`config.mk`:
```
export PLATFORM = sky130hd
export DESIGN_NAME = doomsday_input_ctrl
export DESIGN_NICKNAME = d
export VERILOG_FILES = /design/src/rtl/doomsday_input_ctrl.sv
export SDC_FILE = /design/constraint.sdc
export NUM_CORES = 1
export LEC_CHECK = 0
export BUFFER_PORTS_ARGS = -buffer_cell sky130_fd_sc_hd__buf_2
export CORE_ASPECT_RATIO = 1.2
export CORE_MARGIN = 1
export CORE_UTILIZATION = 30
export CTS_BUF_LIST = sky130_fd_sc_hd__clkbuf_4 sky130_fd_sc_hd__clkbuf_8
export DETAILED_ROUTE_END_ITERATION = 8
export HOLD_SLACK_MARGIN = 0.03
export REMOVE_ABC_BUFFERS = 1
export SYNTH_ARGS = -nofsm -noshare
export SYNTH_HDL_FRONTEND = slang
export SYNTH_SLANG_ARGS = --single-unit
```
`constraint.sdc`:
```
create_clock -name clk -period 7.4 [get_ports clk]
set_clock_uncertainty 0.15 [all_clocks]
set_input_delay 1.11 -clock clk [delete_from_list [all_inputs] [get_ports clk]]
set_output_delay 1.11 -clock clk [all_outputs]
set_load 0.02 [all_outputs]
```
`src/rtl/doomsday_input_ctrl.sv`:
```
// Button conditioner and mode sequencer: synchronises and debounces three raw buttons,
// then drives one-hot mode levels, run levels and auto-repeating increase pulses.
module doomsday_input_ctrl #(
    parameter int DEBOUNCE_CYCLES = 500000,
    parameter int REPEAT_DELAY    = 25000000,
    parameter int REPEAT_PERIOD   = 5000000,
    parameter int CNT_W           = 25
) (
    input  logic clk,
    input  logic reset,
    input  logic btn_mode,
    input  logic btn_go,
    input  logic btn_inc,
    output logic countup,
    output logic countdown,
    output logic timerset,
    output logic timercount,
    output logic alarmset,
    output logic alarmcount,
    output logic increase
);

    localparam int NBTN = 3;
    localparam int B_MODE = 0;
    localparam int B_GO   = 1;
    localparam int B_INC  = 2;

    localparam logic [CNT_W-1:0] DB_LAST     = CNT_W'(DEBOUNCE_CYCLES - 1);
    localparam logic [CNT_W-1:0] DELAY_LAST  = CNT_W'(REPEAT_DELAY - 1);
    localparam logic [CNT_W-1:0] PERIOD_LAST = CNT_W'(REPEAT_PERIOD - 1);
    localparam logic [CNT_W-1:0] CNT_MAX     = '1;

    typedef enum logic [2:0] {
        S_CLOCK,
        S_UP,
        S_DOWN,
        S_TIMER,
        S_ALARM
    } state_t;

    logic [NBTN-1:0] raw;
    logic [NBTN-1:0] sync1_reg;
    logic [NBTN-1:0] sync2_reg;
    logic [NBTN-1:0] stable_reg;
    logic [NBTN-1:0] press;

    assign raw = {btn_inc, btn_go, btn_mode};

    // The press strobe fires on the cycle the debouncer accepts a rising input, so the
    // registered outputs react on the same edge that stable_reg updates.
    generate
        for (genvar gi = 0; gi < NBTN; gi++) begin : g_btn
            logic [CNT_W-1:0] db_cnt_reg;
            logic             accept;

            assign accept    = (sync2_reg[gi] != stable_reg[gi]) && (db_cnt_reg == DB_LAST);
            assign press[gi] = accept && sync2_reg[gi];

            always_ff @(posedge clk) begin
                if (reset) begin
                    sync1_reg[gi]  <= 1'b0;
                    sync2_reg[gi]  <= 1'b0;
                    stable_reg[gi] <= 1'b0;
                    db_cnt_reg     <= '0;
                end else begin
                    sync1_reg[gi] <= raw[gi];
                    sync2_reg[gi] <= sync1_reg[gi];
                    if (sync2_reg[gi] == stable_reg[gi]) begin
                        db_cnt_reg <= '0;
                    end else if (accept) begin
                        stable_reg[gi] <= sync2_reg[gi];
                        db_cnt_reg     <= '0;
                    end else if (db_cnt_reg != CNT_MAX) begin
                        db_cnt_reg <= db_cnt_reg + 1'b1;
                    end
                end
            end
        end
    endgenerate

    state_t           state_reg, state_next;
    logic             run_reg, run_next;
    logic             rpt_active_reg, rpt_active_next;
    logic             rpt_first_reg, rpt_first_next;
    logic [CNT_W-1:0] rpt_cnt_reg, rpt_cnt_next;
    logic             increase_next;
    logic             set_mode;
    logic             inc_allowed;
    logic [CNT_W-1:0] rpt_last;

    always_comb begin
        state_next      = state_reg;
        run_next        = run_reg;
        rpt_active_next = rpt_active_reg;
        rpt_first_next  = rpt_first_reg;
        rpt_cnt_next    = rpt_cnt_reg;
        increase_next   = 1'b0;

        set_mode    = (state_reg == S_TIMER) || (state_reg == S_ALARM);
        inc_allowed = set_mode && !run_reg;
        rpt_last    = rpt_first_reg ? DELAY_LAST : PERIOD_LAST;

        if (press[B_MODE]) begin
            unique case (state_reg)
                S_CLOCK: state_next = S_UP;
                S_UP:    state_next = S_DOWN;
                S_DOWN:  state_next = S_TIMER;
                S_TIMER: state_next = S_ALARM;
                default: state_next = S_CLOCK;
            endcase
            run_next        = 1'b0;
            rpt_active_next = 1'b0;
            rpt_cnt_next    = '0;
        end else if (press[B_GO]) begin
            // A go press also swallows any inc event in the same cycle.
            if (set_mode) begin
                run_next        = !run_reg;
                rpt_active_next = 1'b0;
                rpt_cnt_next    = '0;
            end
        end else if (press[B_INC] && inc_allowed) begin
            increase_next   = 1'b1;
            rpt_active_next = 1'b1;
            rpt_first_next  = 1'b1;
            rpt_cnt_next    = '0;
        end else if (rpt_active_reg) begin
            if (!stable_reg[B_INC] || !inc_allowed) begin
                rpt_active_next = 1'b0;
                rpt_cnt_next    = '0;
            end else if (rpt_cnt_reg == rpt_last) begin
                increase_next  = 1'b1;
                rpt_first_next = 1'b0;
                rpt_cnt_next   = '0;
            end else if (rpt_cnt_reg != CNT_MAX) begin
                rpt_cnt_next = rpt_cnt_reg + 1'b1;
            end
        end
    end

    always_ff @(posedge clk) begin
        if (reset) begin
            state_reg      <= S_CLOCK;
            run_reg        <= 1'b0;
            rpt_active_reg <= 1'b0;
            rpt_first_reg  <= 1'b0;
            rpt_cnt_reg    <= '0;
            countup        <= 1'b0;
            countdown      <= 1'b0;
            timerset       <= 1'b0;
            timercount     <= 1'b0;
            alarmset       <= 1'b0;
            alarmcount     <= 1'b0;
            increase       <= 1'b0;
        end else begin
            state_reg      <= state_next;
            run_reg        <= run_next;
            rpt_active_reg <= rpt_active_next;
            rpt_first_reg  <= rpt_first_next;
            rpt_cnt_reg    <= rpt_cnt_next;
            countup        <= (state_next == S_UP);
            countdown      <= (state_next == S_DOWN);
            timerset       <= (state_next == S_TIMER);
            timercount     <= (state_next == S_TIMER) && run_next;
            alarmset       <= (state_next == S_ALARM);
            alarmcount     <= (state_next == S_ALARM) && run_next;
            increase       <= increase_next;
        end
    end

endmodule

```
# After elaboration in Yosys (flattened, before gate mapping)
# Index checks and enable logic that the tools add are counted.
# op_classes
n_addsub,4
eq_ne,24
n_mux,26
bitwise_logic,5
reduce_logical,30
# op_table
cell,n
$mux W25,8
$add A25 B1 Y25 const B,4
$ne A25 B25 Y1 const B,4
$eq A25 B19 Y1 const B,3
$eq A25 B25 Y1,1
$mux W1,16
$eq A3 B2 Y1 const B,4
$pmux W3 S4,1
$reduce_or A3 Y1,4
$logic_and A1 B1 Y1,10
$eq A3 B1 Y1 const B,2
$eq A3 B3 Y1 const B,2
$reduce_and A2 Y1,3
$not A1 Y1,5
$reduce_and A5 Y1,1
$reduce_bool A5 Y1,1
$reduce_bool A2 Y1,2
$eq A1 B1 Y1,3
$logic_not A1 Y1,3
$logic_not A3 Y1,1
$mux W3,1
$ne A1 B1 Y1,3
$reduce_and A3 Y1,1
$reduce_bool A3 Y1,1
other kinds (4),5
# word_totals
regBits,122
word_cells,113

# Depth between registers and ports, before layout
# logic_depth
word_depth,9
ltp_mapped,13
mapped_depth_nobuf,10

# Worst setup path before layout
# Ideal clock, no wire load.
# synth_timing
path_kind,reg-to-reg
start,register state_reg[0]
end,register rpt_cnt_reg[10]
arrival_time_ns,2.427
t_required_ns,7.193
path_slack_ns,4.765
stages_incl_launch_ff,14
period_less_slack_ns,2.635
path_cell_list,dfxtp_1 > clkbuf_1 > nor3b_1 > o21bai_1 > ha_1 > and3b_1 > nand4_1 > o2bb2a_4 > nand3b_4 > or3_1 > buf_4 > buf_6 > nor4_1 > a21o_1
# synth_between
elab_chain_len,9
elab_cells_between_ends,15
classes_between,3 x eq/ne; 4 x mux; 8 x reduce/logical
# synth_lines
item,line,rtl
start: declaration,81,"state_t state_reg, state_next;"
start signal: assignment,155,state_reg <= state_next;
$eq A3 B2 Y1 / $eq A3 B3 Y1 (equally long branches),99,set_mode = (state_reg == S_TIMER) || (state_reg == S_ALARM);
$logic_or A1 B1 Y1 (*),99,
$logic_and A1 B1 Y1,100,inc_allowed = set_mode && !run_reg;
$logic_not A1 Y1,127,if (!stable_reg[B_INC] || !inc_allowed) begin
$logic_or A1 B1 Y1,127,
$mux W25,127,
$mux W25,126,end else if (rpt_active_reg) begin
$mux W25,121,end else if (press[B_INC] && inc_allowed) begin
$mux W25,114,end else if (press[B_GO]) begin
end signal: assignment,159,rpt_cnt_reg <= rpt_cnt_next;
end: declaration,85,"logic [CNT_W-1:0] rpt_cnt_reg, rpt_cnt_next;"
# Mark *: on every way between the ends. The rest lies on a longest branch, timed or not. The select of a mux whose other input is x is not followed.
# A chain may end at the register's enable or synchronous reset.

# Worst setup path after layout
# layout_timing
start,register state_reg[2]
end,register rpt_cnt_reg[1]
# Same word-level chain as after synthesis.

==> run_summary.xml <==
<?xml version="1.0" encoding="UTF-8"?>
<metrics>
  <group name="hold_path">
    <metric name="holdCritStartpoint" unit="">sync1_reg[2]$_SDFF_PP0_</metric>
    <metric name="timing.hold.worst.class" unit="">reg2reg</metric>
    <metric name="hold-path-endpoint" unit="">sync2_reg[2]$_SDFF_PP0_</metric>
    <metric name="timing.hold.worst_path_depth" unit="">1</metric>
  </group>
  <group name="grt">
    <metric name="global_route_usage_sum" unit="%">13.3</metric>
    <metric name="maximum_number_of_pins_on_one_net_before_global_route_repair" unit="">27</metric>
    <metric name="antenna_found_initial" unit="">0</metric>
    <metric name="grt_pass1_vias" unit="">4506</metric>
    <metric name="globalRoute.totalOverflow" unit="">0</metric>
    <metric name="first_pass_grt_wire_length" unit="um">21100</metric>
  </group>
  <group name="power_and_ir_drop">
    <metric name="leakage_power_figure" unit="nW">2.19</metric>
    <metric name="ir_drop" unit="uV">89.2</metric>
    <metric name="power.net_switching" unit="uW">281</metric>
    <metric name="sw_frac_of_total" unit="%">20.8</metric>
    <metric name="seq_power_share" unit="%">48.7</metric>
    <metric name="power.internal" unit="mW">1.07</metric>
    <metric name="power_density" unit="nW/um2">206</metric>
    <metric name="design_power_total" unit="mW">1.35</metric>
    <metric name="power_frac_comb" unit="%">1.1</metric>
    <metric name="pwr-share-clk" unit="%">50.3</metric>
  </group>
  <group name="detailed_routing">
    <metric name="vias_per_cell" unit="">5.03</metric>
    <metric name="detailedRoute.firstPassIterationCount" unit="">5</metric>
    <metric name="initialDrtViolationCount" unit="">206</metric>
    <metric name="drt-wirelength-per-cell" unit="um">12.8</metric>
    <metric name="antenna_left" unit="">0</metric>
    <metric name="routed_wirelength" unit="um">12400</metric>
    <metric name="drc" unit="">0</metric>
    <metric name="vias" unit="">4869</metric>
  </group>
  <group name="yosys">
    <metric name="synth.mux.area_fraction" unit="%">1.21</metric>
    <metric name="synth_top_family_by_area" unit="">simple AND/OR/NAND/NOR gates</metric>
    <metric name="post_synth_simple_gate_area" unit="%">33.2</metric>
    <metric name="post_synthesis_compound_gate_area_fraction" unit="%">10.1</metric>
    <metric name="ys_top_cells_by_area" unit="">dfxtp_1 41%, nor2_1 6.9%, xor2_1 6.5%</metric>
    <metric name="postSynth.topFlopCell" unit="">dfxtp_1</metric>
    <metric name="synthesis.area" unit="um2">5890</metric>
    <metric name="synth-xor-area-share" unit="%">9.66</metric>
    <metric name="synth_top_cells_by_count" unit="">122 x dfxtp_1, 108 x nor2_1, 51 x nand3_1</metric>
    <metric name="syn_inst" unit="">696</metric>
    <metric name="yosys.area_share.adder" unit="%">1.06</metric>
    <metric name="yosys_warnings" unit="">0</metric>
    <metric name="synth_async_sr_flop_share" unit="%">0</metric>
    <metric name="library_cell_with_the_highest_instance_count_after_synthesis" unit="">dfxtp_1</metric>
    <metric name="synth.ff_latch_count" unit="">122</metric>
    <metric name="synth-seq-area-share" unit="%">41.5</metric>
    <metric name="synth_top_area_share" unit="%">41.5</metric>
    <metric name="syn_avg_cell_area" unit="um2">8.46</metric>
    <metric name="synth_edf_count" unit="">0</metric>
    <metric name="synth_largest_area_cell" unit="">dfxtp_1</metric>
    <metric name="synth_cell_type_count" unit="">65</metric>
  </group>
  <group name="placement">
    <metric name="place_area" unit="um2">6130</metric>
    <metric name="place.port_buffers" unit="">11</metric>
    <metric name="routabilityCongestion" unit="">0.837</metric>
    <metric name="dp_hpwl" unit="um">8640</metric>
  </group>
  <group name="timing">
    <metric name="final.period_utilization" unit="%">39.2</metric>
    <metric name="finalSetupTns" unit="ps">0</metric>
    <metric name="worstMarginPinSlew" unit="ps">898</metric>
    <metric name="final-max-slew-violation-count" unit="">0</metric>
    <metric name="setup_viol_count_final" unit="">0</metric>
    <metric name="grt_setup_unrepaired" unit="">false</metric>
    <metric name="report.final.hold_viol_count" unit="">0</metric>
    <metric name="max_slew_margin" unit="%">39.7</metric>
    <metric name="finalWorstPathRequiredPeriod" unit="ps">2900</metric>
    <metric name="upper_clock_frequency_limit" unit="MHz">345</metric>
    <metric name="finalHoldWorstSlack" unit="ps">287</metric>
  </group>
  <group name="clock_tree">
    <metric name="postCtsSetupRepairBufs" unit="">0</metric>
    <metric name="cts_resized" unit="">0</metric>
    <metric name="clk_path_buf_depth" unit="">2</metric>
    <metric name="root_buffer" unit="">clkbuf_8</metric>
    <metric name="cts-hold-fix-buffers" unit="">0</metric>
    <metric name="insertion_delay" unit="ps">450</metric>
    <metric name="cts_max_level" unit="">4</metric>
    <metric name="cts_buffers" unit="">17</metric>
    <metric name="tritoncts_num_sinks" unit="">122</metric>
    <metric name="cts_tree" unit="">yes</metric>
    <metric name="clkSlewWorstSetupHoldPaths" unit="ps">80</metric>
  </group>
  <group name="critical_path">
    <metric name="r2r_setup_slack" unit="ps">4500</metric>
    <metric name="worst_path_arrival_time" unit="ps">3100</metric>
    <metric name="worst-endpoint-required" unit="ps">7600</metric>
    <metric name="reg2reg_from" unit="">state_reg[2]$_SDFF_PP0_</metric>
    <metric name="worst-setup-path-type" unit="">reg2reg</metric>
    <metric name="critical_path.max_fanout" unit="">10</metric>
    <metric name="cp-end-kind" unit="">register</metric>
    <metric name="worstReg2RegEnd" unit="">rpt_cnt_reg[1]$_SDFFE_PP0P_</metric>
    <metric name="critical_path.startpoint_type" unit="">register</metric>
    <metric name="worstRegToRegCells" unit="">10</metric>
  </group>
  <group name="flow_run">
    <metric name="maxCapViolCount" unit="">0</metric>
  </group>
  <group name="final_layout">
    <metric name="fillCellCount" unit="">1998</metric>
    <metric name="nNetsFinal" unit="">709</metric>
    <metric name="final_cell_area" unit="um2">6580</metric>
    <metric name="largest_register_ffs" unit="">75</metric>
    <metric name="final_core_util" unit="%">34.5</metric>
    <metric name="num_antenna_cells" unit="">0</metric>
    <metric name="multi_input_comb_area" unit="um2">3250</metric>
    <metric name="final-seq-area" unit="um2">2440</metric>
    <metric name="drive_above_1_share" unit="%">8.43</metric>
    <metric name="area.growth.synth_to_final" unit="%">11.7</metric>
  </group>
  <group name="floorplan">
    <metric name="fp.dieW" unit="um">130</metric>
    <metric name="coreArea" unit="um2">19100</metric>
    <metric name="top_level_ports" unit="">12</metric>
    <metric name="die-area" unit="um2">20200</metric>
    <metric name="die-height" unit="um">156</metric>
    <metric name="initial_core_util" unit="%">30.9</metric>
    <metric name="row_count" unit="">55</metric>
  </group>
  <group name="outcome">
    <metric name="result_of_the_run" unit="">finished, final reports clean</metric>
  </group>
</metrics>
[how the worst max path moves through the flow]
stage,from,to,slack [ps],cells after the start
floorplan,state_reg[0]$_SDFF_PP0_,rpt_cnt_reg[20]$_SDFFE_PP0P_,4840,10
global placement,reset,rpt_cnt_reg[13]$_SDFFE_PP0P_,4520,5
detailed placement,reset,rpt_cnt_reg[13]$_SDFFE_PP0P_,4470,5
CTS,state_reg[0]$_SDFF_PP0_,rpt_cnt_reg[3]$_SDFFE_PP0P_,4490,10
global route,g_btn[0].db_cnt_reg[0]$_SDFFE_PP0P_,rpt_cnt_reg[14]$_SDFFE_PP0P_,4250,8
finish,state_reg[2]$_SDFF_PP0_,rpt_cnt_reg[1]$_SDFFE_PP0P_,4500,10
[logic make-up after synthesis]
family / count (synthesis)
AO/OA/AOI/OAI: 85
XOR/XNOR: 65
adder cells (fa/ha/maj): 5
buffers and inverters: 43
flip-flops: 122
multiplexers: 7
AND/OR/NAND/NOR: 369
[layout make-up]
cell class | count | share of cell area (%)
Multi-Input combinational cell | 531 | 49.4
Sequential cell | 122 | 37.1
Tap cell | 256 | 4.87
Inverter | 16 | 0.913
Clock inverter | 13 | 3.00
Clock buffer | 19 | 3.88
Timing Repair Buffer | 11 | 0.837
[power groups by stage]
stage,Combinational [mW],Clock (mW),Sequential [mW]
finish,0.0144,0.681,0.660
global placement,0.0145,0,0.675
global route,0.0164,0.729,0.659
CTS,0.0146,0.702,0.659
detailed placement,0.0147,0,0.675
floorplan,0.00861,0,0.674
[cell usage in the layout (no fill, tap or decap), types with 18 or more instances in the layout]
cell	count
xor2_1	44
nand4_1	33
nand2_1	44
o21ai_0	24
a21oi_1	18
dfxtp_1	122
nor2_1	108
xnor2_1	21
nor3_1	18
clkbuf_8	18
nor4_1	19
nand3_1	51
[stage by stage]
step | instances | worst slack, ps
3_5_place_dp | 936 | 4470
2_1_floorplan | 669 | 4840
3_3_place_gp | 936 | 4520
6_report | 968 | 4500
5_1_grt | 968 | 4250
4_1_cts | 968 | 4490
[layer usage]
layer | global-route usage [%] | share of wire, %
met1 | 16.4 | 47
met2 | 21.8 | 47
met3 | 3.71 | 4.5
met4 | 5.26 | 1.6
met5 | 0 | 0
[critical path, stage by stage, from the launching register on]
cell      delay, ps
dfxtp_1         450
nor3b_1         260
o21bai_1        160
ha_1            200
and3b_1         160
nand4_1         130
o2bb2a_4        290
a21oi_4         220
nand2b_1        370
o21ai_0         190
a32o_1          230
Note: power is estimated with default switching activity, not from simulation.
